## src/rtl/text_console_pkg.sv

```systemverilog
// Shared constants, state encoding and address helper for the text console writer.
package text_console_pkg;
  localparam logic [7:0]  CC_BS = 8'h08;
  localparam logic [7:0]  CC_LF = 8'h0A;
  localparam logic [7:0]  CC_FF = 8'h0C;
  localparam logic [7:0]  CC_CR = 8'h0D;
  localparam logic [10:0] BLANK_CELL_DEFAULT = 11'h720;
  localparam int          CELLS = 1200;

  typedef enum logic [1:0] {ST_IDLE, ST_PUT, ST_CLR_ROW, ST_CLR_ALL} state_t;

  // row*40 built from shifts so no multiplier is inferred
  function automatic logic [12:0] row_base(input logic [4:0] row);
    logic [12:0] r;
    r = {8'd0, row};
    return (r << 5) + (r << 3);
  endfunction
endpackage

```

## src/rtl/text_console_writer_blink_gen.sv

```systemverilog
// Free-running cursor blink square wave, toggling every BLINK_HALF cycles.
module blink_gen #(
  parameter int BLINK_HALF = 12_500_000
) (
  input  logic vga_clk,
  input  logic rst,
  output logic Blink
);
  localparam int CW = (BLINK_HALF > 1) ? $clog2(BLINK_HALF) : 1;

  logic [CW-1:0] cnt;

  always_ff @(posedge vga_clk) begin
    if (rst) begin
      cnt   <= '0;
      Blink <= 1'b0;
    end else if (cnt == CW'(BLINK_HALF - 1)) begin
      cnt   <= '0;
      Blink <= ~Blink;
    end else begin
      cnt <= cnt + 1'b1;
    end
  end
endmodule

```

## src/rtl/text_console_writer.sv

```systemverilog
// Character stream to text VRAM writer: cursor, control codes, row/screen clears.
module text_console_writer
  import text_console_pkg::*;
#(
  parameter int          COLS       = 40,
  parameter int          ROWS       = 30,
  parameter logic [10:0] BLANK_CELL = BLANK_CELL_DEFAULT,
  parameter int          BLINK_HALF = 12_500_000
) (
  input  logic        vga_clk,
  input  logic        rst,
  input  logic [7:0]  char_in,
  input  logic [2:0]  color_in,
  input  logic        char_valid,
  output logic        char_ready,
  output logic        vram_we,
  output logic [12:0] vram_wr_addr,
  output logic [10:0] vram_wr_data,
  output logic [12:0] Cursor,
  output logic        Blink,
  output logic        busy
);
  state_t      state, state_nxt, put_after, put_after_nxt;
  logic [10:0] cnt, cnt_nxt;
  logic [4:0]  row, row_nxt, row_inc;
  logic [5:0]  col, col_nxt;
  logic        we_nxt, ready_nxt, busy_nxt;
  logic [12:0] addr_nxt;
  logic [10:0] data_nxt;

  assign row_inc = (row == 5'(ROWS - 1)) ? 5'd0 : row + 5'd1;
  assign Cursor  = {1'b0, row, 1'b0, col};

  // Outputs are loaded together with the state they belong to, so every
  // visible write/ready/busy value lines up with the state it is shown in.
  always_ff @(posedge vga_clk) begin
    if (rst) begin
      state        <= ST_CLR_ALL;
      put_after    <= ST_IDLE;
      cnt          <= '0;
      row          <= '0;
      col          <= '0;
      vram_we      <= 1'b0;
      vram_wr_addr <= '0;
      vram_wr_data <= '0;
      char_ready   <= 1'b0;
      busy         <= 1'b0;
    end else begin
      state        <= state_nxt;
      put_after    <= put_after_nxt;
      cnt          <= cnt_nxt;
      row          <= row_nxt;
      col          <= col_nxt;
      vram_we      <= we_nxt;
      vram_wr_addr <= addr_nxt;
      vram_wr_data <= data_nxt;
      char_ready   <= ready_nxt;
      busy         <= busy_nxt;
    end
  end

  always_comb begin
    state_nxt     = state;
    put_after_nxt = put_after;
    cnt_nxt       = cnt;
    row_nxt       = row;
    col_nxt       = col;
    we_nxt        = 1'b0;
    addr_nxt      = vram_wr_addr;
    data_nxt      = vram_wr_data;
    ready_nxt     = 1'b0;
    busy_nxt      = 1'b0;
    case (state)
      ST_IDLE: begin
        ready_nxt = 1'b1;
        if (char_valid && char_ready) begin
          ready_nxt     = 1'b0;
          state_nxt     = ST_PUT;
          put_after_nxt = ST_IDLE;
          case (char_in)
            CC_LF: begin
              col_nxt       = '0;
              row_nxt       = row_inc;
              put_after_nxt = ST_CLR_ROW;
            end
            CC_CR: col_nxt = '0;
            CC_BS: begin
              if (col != 6'd0) begin
                col_nxt  = col - 6'd1;
                we_nxt   = 1'b1;
                addr_nxt = row_base(row) + {7'd0, col - 6'd1};
                data_nxt = {color_in, 8'h20};
              end
            end
            CC_FF: begin
              row_nxt       = '0;
              col_nxt       = '0;
              put_after_nxt = ST_CLR_ALL;
            end
            default: begin
              we_nxt   = 1'b1;
              addr_nxt = row_base(row) + {7'd0, col};
              data_nxt = {color_in, char_in};
              if (col == 6'(COLS - 1)) begin
                col_nxt       = '0;
                row_nxt       = row_inc;
                put_after_nxt = ST_CLR_ROW;
              end else begin
                col_nxt = col + 6'd1;
              end
            end
          endcase
        end
      end
      ST_PUT: begin
        state_nxt = put_after;
        if (put_after == ST_IDLE) begin
          ready_nxt = 1'b1;
        end else begin
          // first blank cell is issued on clear entry; cnt counts cells issued
          we_nxt   = 1'b1;
          addr_nxt = (put_after == ST_CLR_ROW) ? row_base(row) : 13'd0;
          data_nxt = BLANK_CELL;
          cnt_nxt  = 11'd1;
          busy_nxt = 1'b1;
        end
      end
      ST_CLR_ROW: begin
        if (cnt == 11'(COLS)) begin
          state_nxt = ST_IDLE;
          ready_nxt = 1'b1;
        end else begin
          we_nxt   = 1'b1;
          addr_nxt = row_base(row) + {2'd0, cnt};
          data_nxt = BLANK_CELL;
          cnt_nxt  = cnt + 11'd1;
          busy_nxt = 1'b1;
        end
      end
      default: begin
        if (cnt == 11'(CELLS)) begin
          state_nxt = ST_IDLE;
          ready_nxt = 1'b1;
        end else begin
          we_nxt   = 1'b1;
          addr_nxt = {2'd0, cnt};
          data_nxt = BLANK_CELL;
          cnt_nxt  = cnt + 11'd1;
          busy_nxt = 1'b1;
        end
      end
    endcase
  end

  blink_gen #(.BLINK_HALF(BLINK_HALF)) u_blink (
    .vga_clk(vga_clk),
    .rst    (rst),
    .Blink  (Blink)
  );
endmodule

```

## config.mk

```make
export PLATFORM = sky130hd
export DESIGN_NAME = text_console_writer
export DESIGN_NICKNAME = d
export VERILOG_FILES = /design/src/rtl/text_console_pkg.sv /design/src/rtl/text_console_writer_blink_gen.sv /design/src/rtl/text_console_writer.sv
export SDC_FILE = /design/constraint.sdc
export NUM_CORES = 1
export LEC_CHECK = 0
export CAP_MARGIN = 20
export CORE_MARGIN = 3
export CORE_UTILIZATION = 61
export DETAILED_ROUTE_END_ITERATION = 7
export PLACE_DENSITY = 0.85
export SLEW_MARGIN = 20
export SYNTH_ARGS = -nofsm -noshare
export SYNTH_HDL_FRONTEND = slang
export SYNTH_HIERARCHICAL = 1
export SYNTH_SLANG_ARGS = --single-unit
```

## constraint.sdc

```tcl
create_clock -name vga_clk -period 5.1 [get_ports vga_clk]
set_input_delay 0.765 -clock vga_clk [delete_from_list [all_inputs] [get_ports vga_clk]]
set_output_delay 0.765 -clock vga_clk [all_outputs]
set_load 0.03 [all_outputs]
```

# After elaboration in Yosys (flattened, before gate mapping)
# Index checks and enable logic that the tools add are counted.
# totals
word_cells	104
ff_bits	78
out_inout_bits	41
# op_classes
reduce_logical	15
bitwise_logic	3
add_sub_neg	9
n_eq_ne	21
muxes	44
# ops
op	n
11-bit two-way mux	8
13-bit two-way mux	6
11-bit one-hot mux with 3 select lines	2
13-bit one-hot mux with 3 select lines	1
8-bit by 4-bit equality test with 1-bit output, second input constant	4
13-bit by 6-bit adder with 13-bit output	2
13-bit one-hot mux with 2 select lines	1
24-bit by 1-bit adder with 24-bit output, second input constant	1
24-bit equality test, second input constant	1
11-bit one-hot mux with 2 select lines	1
5-bit one-hot mux with 3 select lines	1
11-bit by 11-bit adder with 12-bit output	1
6-bit two-way mux	2
2-bit inequality test, second input constant	6
2-bit one-hot mux with 3 select lines	2
6-bit one-hot mux with 2 select lines	1
10-bit by 8-bit adder with 11-bit output	1
11-bit by 1-bit adder with 11-bit output, second input constant	1
11-bit equality test, second input constant	1
11-bit by 6-bit equality test with 1-bit output, second input constant	1
5-bit two-way mux	2
1-bit two-way mux	9
1-bit one-hot mux with 3 select lines	3
2-bit two-way mux	4
23 further kinds	30

# Logic depth before layout (Yosys ltp)
# Gate-level depths: netlist (run 1).
# logic_depth
depth_word	6
mapped_depth	14
mapped_depth_nobuf	13

# Hierarchy
# Netlist (run 1), hierarchy kept.
# by_module_without_submodules
mod	area_each_um2	n_inst	cells_per_inst	seq_area_each_um2
text_console_writer	3557.2	1	440	1041.0
blink_gen	1163.6	1	134	500.5

# Least setup slack after synthesis (run 1)
# No wires, ideal clock.
# synth_timing
path_kind	input-to-reg
from	in char_in[5]
to	reg vram_wr_addr[9]
stages	13
required_time_ns	4.967
setup_ns	0.133
setup_slack_ns	1.465
t_arrival_ns	3.503
path_cell_list	nor4_4 -> and4_1 -> and2_1 -> xor2_1 -> ha_1 -> inv_1 -> fa_1 -> nand2b_1 -> a21oi_1 -> nand2_1 -> o211a_1 -> a2111oi_0 -> o41ai_2
# synth_between
elab_chain_len	5
elab_cells_between_ends	11
cone_classes	eq/ne (6); mux (3); reduce/logical (2)
# synth_rtl
item	line	source
start, declared	text_console_writer.sv:12	input logic [7:0] char_in,
8-bit by 4-bit equality test with 1-bit output	text_console_writer.sv:80	case (char_in)
3-bit OR reduction (no line)	-	
13-bit one-hot mux with 2 select lines	text_console_writer.sv:80	
13-bit two-way mux	text_console_writer.sv:76	if (char_valid && char_ready) begin
13-bit one-hot mux with 3 select lines	text_console_writer.sv:73	case (state)
end signal, assigned	text_console_writer.sv:55	vram_wr_addr <= addr_nxt;
end, declared	text_console_writer.sv:17	output logic [12:0] vram_wr_addr,
# Parallel ways exist; a longest one is shown, timed or not. The select of a mux whose other input is x is not followed.
# A chain may end at the register's enable or synchronous reset.

# Worst setup path after layout (run 1)
# Ends and elaborated chain as after synthesis.

==> impl_metrics.ini, run 1 <==
[run_status]
status = finished, final reports clean

[floorplan]
core_sq_um = 7370
num_io_pins = 55
die-width_microns = 94.0
start_util_pct = 64.1
rows = 31
fp.dieH_microns = 94.0
die-area_sq_um = 8830

[min_path]
min_path_type = register to register

[sta]
finalMaxSlewViolations = 0
setup_viol = 0
fin_crit_sh_pct = 81.6
rsz0062_at_grt = no
worstMarginPinSlew_ns = 1.05
fin_worst_skew_ns = 0.0193
finalSetupTns_ns = 0
relSlewSlack_pct = 29.8
maxClockFrequency_mhz = 240
hold_viol_final = 0
period_needed_ns = 4.16

[drt]
wl_microns = 12700
first_pass_iters = 5
via_per_inst = 6.38
drt_iter0_drc = 305
drc = 0
avgRoutedWirePerCell_microns = 17.8
num_vias = 4535
ant_nets = 0

[clock_tree]
cts.repair.resized = 0
cts_buffer_depth = 2
clk_pin_slew_ns = 0.10
ctsHtreeMaxLevel = 3
clkSinkCount = 77
numCtsBuffers = 9
hold_buffers = 0
root_buffer = clkbuf_8
post-cts-setup-buffers = 0
clk_latency_ns = 0.36
cts_tree = yes

[critical_path]
cp.required_ns = 5.32
worst_setup_path_start_kind = input pin
crit_chain = clkdlybuf4s50_1 -> nor4_4 -> and4_1 -> and2_1 -> xor2_1 -> ha_1 -> inv_1 -> fa_1 -> nand2b_1 -> a21oi_1 -> nand2_1 -> o211a_1 -> a2111oi_0 -> o41ai_2
worstSetupEndpointType = register
crit_slowest_cell = nor4_4
cp.arrival_ns = 4.38
cp_max_fo = 9
slowest_delay_ns = 0.49
crit_type = input pin to register

[final_layout]
fill_cells = 600
drive_gt1_share_pct = 6.05
nNetsFinal = 647
area_growth_pct = 14.9
n_antenna_cell = 0
post-route-util_pct = 73.6

[run]
drv_cap = 0

[logic_synthesis]
synth_edf_count = 0
synth-seq-cells = 77
synth_common_cells = 77 x dfxtp_1, 63 x nor2_1, 43 x nand2_1, 41 x a21oi_1, 28 x o21ai_0
yosysMostFrequentCell = dfxtp_1
synth_top_area_cell = dfxtp_1
synthArstFlopShare_pct = 0
synth_cells = 574
yosysTopAreaCellShare_pct = 32.7
synth_cell_types = 75
yosys_warnings = 6
synthTopCellsByArea = dfxtp_1 33%, ha_1 6.1%, nor2_1 5.0%
netlist_area_sq_um = 4720
ys.flop_type = dfxtp_1
ys_seq_area_share_pct = 32.7
syn_avg_cell_area_sq_um = 8.22

[global_route]
grt_usage_pct = 29.4
grt_max_degree = 50
grt_pass1_wl_microns = 20700
grt_pass1_vias = 4265
grt_overflow = 0
antenna_found_initial = 0

[placed_design]
gp_congestion = 0.948
io_buffers = 51
post-dp-hpwl_microns = 9030

[pwr]
power.density_nw_per_um2 = 259
p_leak_nw = 1.97
vdd_drop_max_mv = 0.276
[state kept, by name, indices dropped and copies added (netlist names)]
| name | cells |
|---|---|
| vram_wr_addr | 12 |
| col | 6 |
| u_blink/cnt | 24 |
| busy | 1 |
| row | 5 |
| put_after | 2 |
| vram_wr_data | 11 |
| cnt | 11 |
| state | 2 |
| vram_we | 1 |
| u_blink/Blink | 1 |
| char_ready | 1 |
[report_power, final]
part | internal (mW) | switching (mW) | total [mW]
clock | 0.284 | 0.255 | 0.539
sequential | 0.624 | 0.0318 | 0.656
combinational | 0.0823 | 0.127 | 0.210
[worst max-delay path, delay by kind of cell]
| family | cells | cell delay (ns) |
|---|---|---|
| simple gates | 5 | 1.30 |
| compound gates | 4 | 1.03 |
| fa+ha+maj | 2 | 0.56 |
| buf+inv | 2 | 0.52 |
| xor+xnor | 1 | 0.19 |
[layer usage]
layer,global-route usage [%],vias to the layer above,part of all wire [%]
li1,-,2183,-
met1,40.7,2160,44
met2,47.2,170,47
met3,4.65,22,6.8
met4,8.54,0,1.5
met5,0,-,0
[kinds of logic (layout without fill, tap and decap cells)]
kind of cell	Yosys count	count (layout)	synth area share, %
compound gates	153	153	22.2
xor+xnor	33	33	6.12
fa+ha+maj	26	26	7.37
buf+inv	54	90	5.30
flops	77	77	32.7
mux	2	2	0.424
other cells	1	3	0.0794
simple gates	228	228	25.8
[per-stage QoR]
| stage | hold slack [ns] | total power [mW] | area [sq um] | setup slack, ns | instances |
|---|---|---|---|---|---|
| final | 0.459 | 1.40 | 5430 | 0.940 | 711 |
| after global placement | 0.441 | 0.869 | 5200 | 0.717 | 695 |
| after detailed placement | 0.447 | 0.874 | 5200 | 0.619 | 695 |
| after floorplan | 0.430 | 0.804 | 4730 | 1.46 | 576 |
| after CTS | 0.459 | 1.41 | 5430 | 0.992 | 711 |
| after global routing | 0.496 | 1.45 | 5430 | 0.624 | 711 |
[cells in the final DEF, fill, tap and decap left out, types with 11 or more instances in the layout]
master / n
dfxtp_1: 77
nor2_1: 63
clkdlybuf4s50_1: 50
nand2_1: 43
a21oi_1: 41
o21ai_0: 28
xnor2_1: 25
ha_1: 23
inv_1: 22
nand3_1: 22
nand4_1: 13
nor4_1: 12
or3_1: 11
[final cells by class]
| cell class | instances | area (sq um) | area share (%) |
|---|---|---|---|
| multi-input combinational | 445 | 2940 | 54.1 |
| sequential | 77 | 1540 | 28.4 |
| timing repair buffer | 52 | 513 | 9.45 |
| clock buffer | 9 | 124 | 2.28 |
| tap | 99 | 124 | 2.28 |
| clock inverter | 7 | 105 | 1.94 |
| inverter | 22 | 82.6 | 1.52 |
[path summary, 6_finish.rpt]
| path | startpoint | end | slack [ns] | cells past startpoint |
|---|---|---|---|---|
| max | char_in[5] | vram_wr_addr[9]$_SDFFE_PP0P_ | 0.94 | 14 |
| min reg2reg | vram_wr_addr[3]$_SDFFE_PP0P_ | vram_wr_addr[3]$_SDFFE_PP0P_ | 0.46 | 2 |
| max reg2reg | row[0]$_SDFFE_PP0P_ | vram_wr_addr[9]$_SDFFE_PP0P_ | 1.45 | 13 |
| min | vram_wr_addr[3]$_SDFFE_PP0P_ | vram_wr_addr[3]$_SDFFE_PP0P_ | 0.46 | 2 |
No activity file was read; power rests on OpenSTA's default activity.
==> run 2, diff against run 1 <==
CORE_UTILIZATION = 57   (was 61)
PLACE_DENSITY = 0.8   (was 0.85)
clock period = 4.2 ns   (was 5.1 ns; I/O delays follow)
==> run 2 against run 1 <==
Net effect:
- combinational power grew 21%
- first-iteration DRC count increased by 21%
- clock-buffer cell count is the same
- via count fell by 0.68%
- critical path depth is the same
- register-to-register slack worse by 0.91 ns
- sequential share of layout area down 0.22 points
- wire length shrank 1.1%
- final cell count rose by 1.3%
- clock power up 18%
==> impl_metrics.ini, run 2 (same netlist as run 1, synthesis figures left out) <==
[final_layout]
area_growth_pct = 15.8
largestRegisters = u_blink/cnt x24, vram_wr_addr x12
largest-register = u_blink/cnt
final_common_cell = dfxtp_1
largest_register_ffs = 24
layout.cells.non_filler = 720
seq_area_sq_um = 1540
fill_cells = 672
layout_common_cells = 77 x dfxtp_1, 63 x nor2_1, 50 x clkdlybuf4s50_1
drive_gt1_share_pct = 6.96
n_antenna_cell = 0
multi_input_area_sq_um = 2940
nNetsFinal = 653

[placed_design]
post-dp-hpwl_microns = 9200
io_buffers = 51
gp_congestion = 0.963
dp_cells = 704

[sta]
finalSetupTns_ns = 0
rsz0062_at_grt = no
fin_worst_skew_ns = 0.00649
finalMaxSlewViolations = 0
setup_viol = 0
maxClockFrequency_mhz = 264
hold_viol_final = 0
fin_crit_sh_pct = 90.0
relSlewSlack_pct = 34.4
worstMarginPinSlew_ns = 0.984
period_needed_ns = 3.78

[drt]
via_per_inst = 6.26
avgRoutedWirePerCell_microns = 17.4
ant_nets = 0
num_vias = 4504
drt_iter0_drc = 370
first_pass_iters = 5
wl_microns = 12500
drc = 0

[critical_path]
worstSetupEndpointType = register
crit_type = input pin to register
cp_max_fo = 3
crit_chain = clkdlybuf4s50_1 -> nor4_4 -> and4_1 -> and2_1 -> xor2_1 -> ha_1 -> inv_1 -> fa_1 -> nand2b_1 -> a21oi_1 -> nand2_1 -> o211a_1 -> a2111oi_0 -> o41ai_2
slowest_delay_ns = 0.46
cp.required_ns = 4.41
path_buf_inv = 2
critical_path.top_delay_family = simple AND/OR/NAND/NOR gates
cp.arrival_ns = 3.99
crit_slowest_cell = clkdlybuf4s50_1
worst_setup_path_start_kind = input pin

[pwr]
p_total_mw = 1.68
seqPwrFrac_pct = 47.2
pwr-share-comb_pct = 15.1
internal-power_mw = 1.20
power.density_nw_per_um2 = 308
p_clk_share_pct = 37.7
p_sw_mw = 0.487
power.share.switching_pct = 28.9
p_leak_nw = 2.00
vdd_drop_max_mv = 0.226

[floorplan]
start_util_pct = 59.9
rows = 32
die-width_microns = 97.0
fp.dieH_microns = 97.0
num_io_pins = 55
die-area_sq_um = 9410
core_sq_um = 7890

[clock_tree]
clk_pin_slew_ns = 0.08
ctsHtreeMaxLevel = 3
root_buffer = clkbuf_8
post-cts-setup-buffers = 0
cts_tree = yes
numCtsBuffers = 9
clk_latency_ns = 0.35
hold_buffers = 0
cts_buffer_depth = 2
cts.repair.resized = 0
clkSinkCount = 77

[global_route]
grt_pass1_wl_microns = 21300
grt_usage_pct = 26.8
grt_max_degree = 50
grt_overflow = 0
grt_pass1_vias = 4274
antenna_found_initial = 0

[min_path]
min_path_type = register to register

[run_status]
status = finished, final reports clean

[run]
drv_cap = 0
[run 2: changes by cell type in the layout (fill, tap and decap cells not counted)]
cell	previous run	this run
buf_4	1	7
clkinv_2	0	1
clkinv_4	1	2
inv_6	2	1
inv_8	1	0
[run 2: tightest hold or removal path, cell delays in order (launching register included)]
cell	delay [ns]
dfxtp_1	0.31
nand2_1	0.05
a21oi_1	0.05
[run 2: power by group through the flow]
stage / registers [mW] / clock network (mW) / logic, mW
2_1_floorplan: 0.830 / 0 / 0.146
3_3_place_gp: 0.808 / 0 / 0.248
3_5_place_dp: 0.810 / 0 / 0.252
4_1_cts: 0.793 / 0.649 / 0.254
5_1_grt: 0.799 / 0.678 / 0.278
6_report: 0.795 / 0.635 / 0.255
[run 2: area by class of cell]
| class | count | area share, % |
|---|---|---|
| timing repair buffer | 58 | 10.2 |
| clock buffer | 9 | 2.26 |
| multi-input combinational | 445 | 53.7 |
| clock inverter | 7 | 1.81 |
| tap | 102 | 2.33 |
| sequential | 77 | 28.2 |
| inverter | 22 | 1.51 |
[run 2: metrics by stage]
| stage | hold slack [ns] | util (%) | cell area, sq um | setup WS (ns) |
|---|---|---|---|---|
| 2_1_floorplan | 0.430 | - | 4730 | 0.700 |
| 3_3_place_gp | 0.442 | 66.5 | 5250 | 0.191 |
| 3_5_place_dp | 0.447 | 66.5 | 5250 | 0.0696 |
| 4_1_cts | 0.460 | 69.3 | 5470 | 0.445 |
| 5_1_grt | 0.479 | 69.3 | 5470 | 0.263 |
| 6_report | 0.457 | 69.3 | 5470 | 0.419 |
[run 2: metal layers]
| metal | track usage, % | vias up | wire [microns] |
|---|---|---|---|
| met5 | 0 | - | 0 |
| met3 | 5.70 | 19 | 862 |
| li1 | - | 2202 | - |
| met1 | 38.4 | 2133 | 5820 |
| met2 | 40.8 | 150 | 5730 |
| met4 | 6.91 | 0 | 132 |
[run 2: path summary, 6_finish.rpt]
kind,start,to,slack [ns],cells after the start
max,char_in[5],vram_wr_addr[9]$_SDFFE_PP0P_,0.42,14
min,vram_wr_addr[4]$_SDFFE_PP0P_,vram_wr_addr[4]$_SDFFE_PP0P_,0.46,2
max reg2reg,row[0]$_SDFFE_PP0P_,vram_wr_addr[9]$_SDFFE_PP0P_,0.54,13
min reg2reg,vram_wr_addr[4]$_SDFFE_PP0P_,vram_wr_addr[4]$_SDFFE_PP0P_,0.46,2
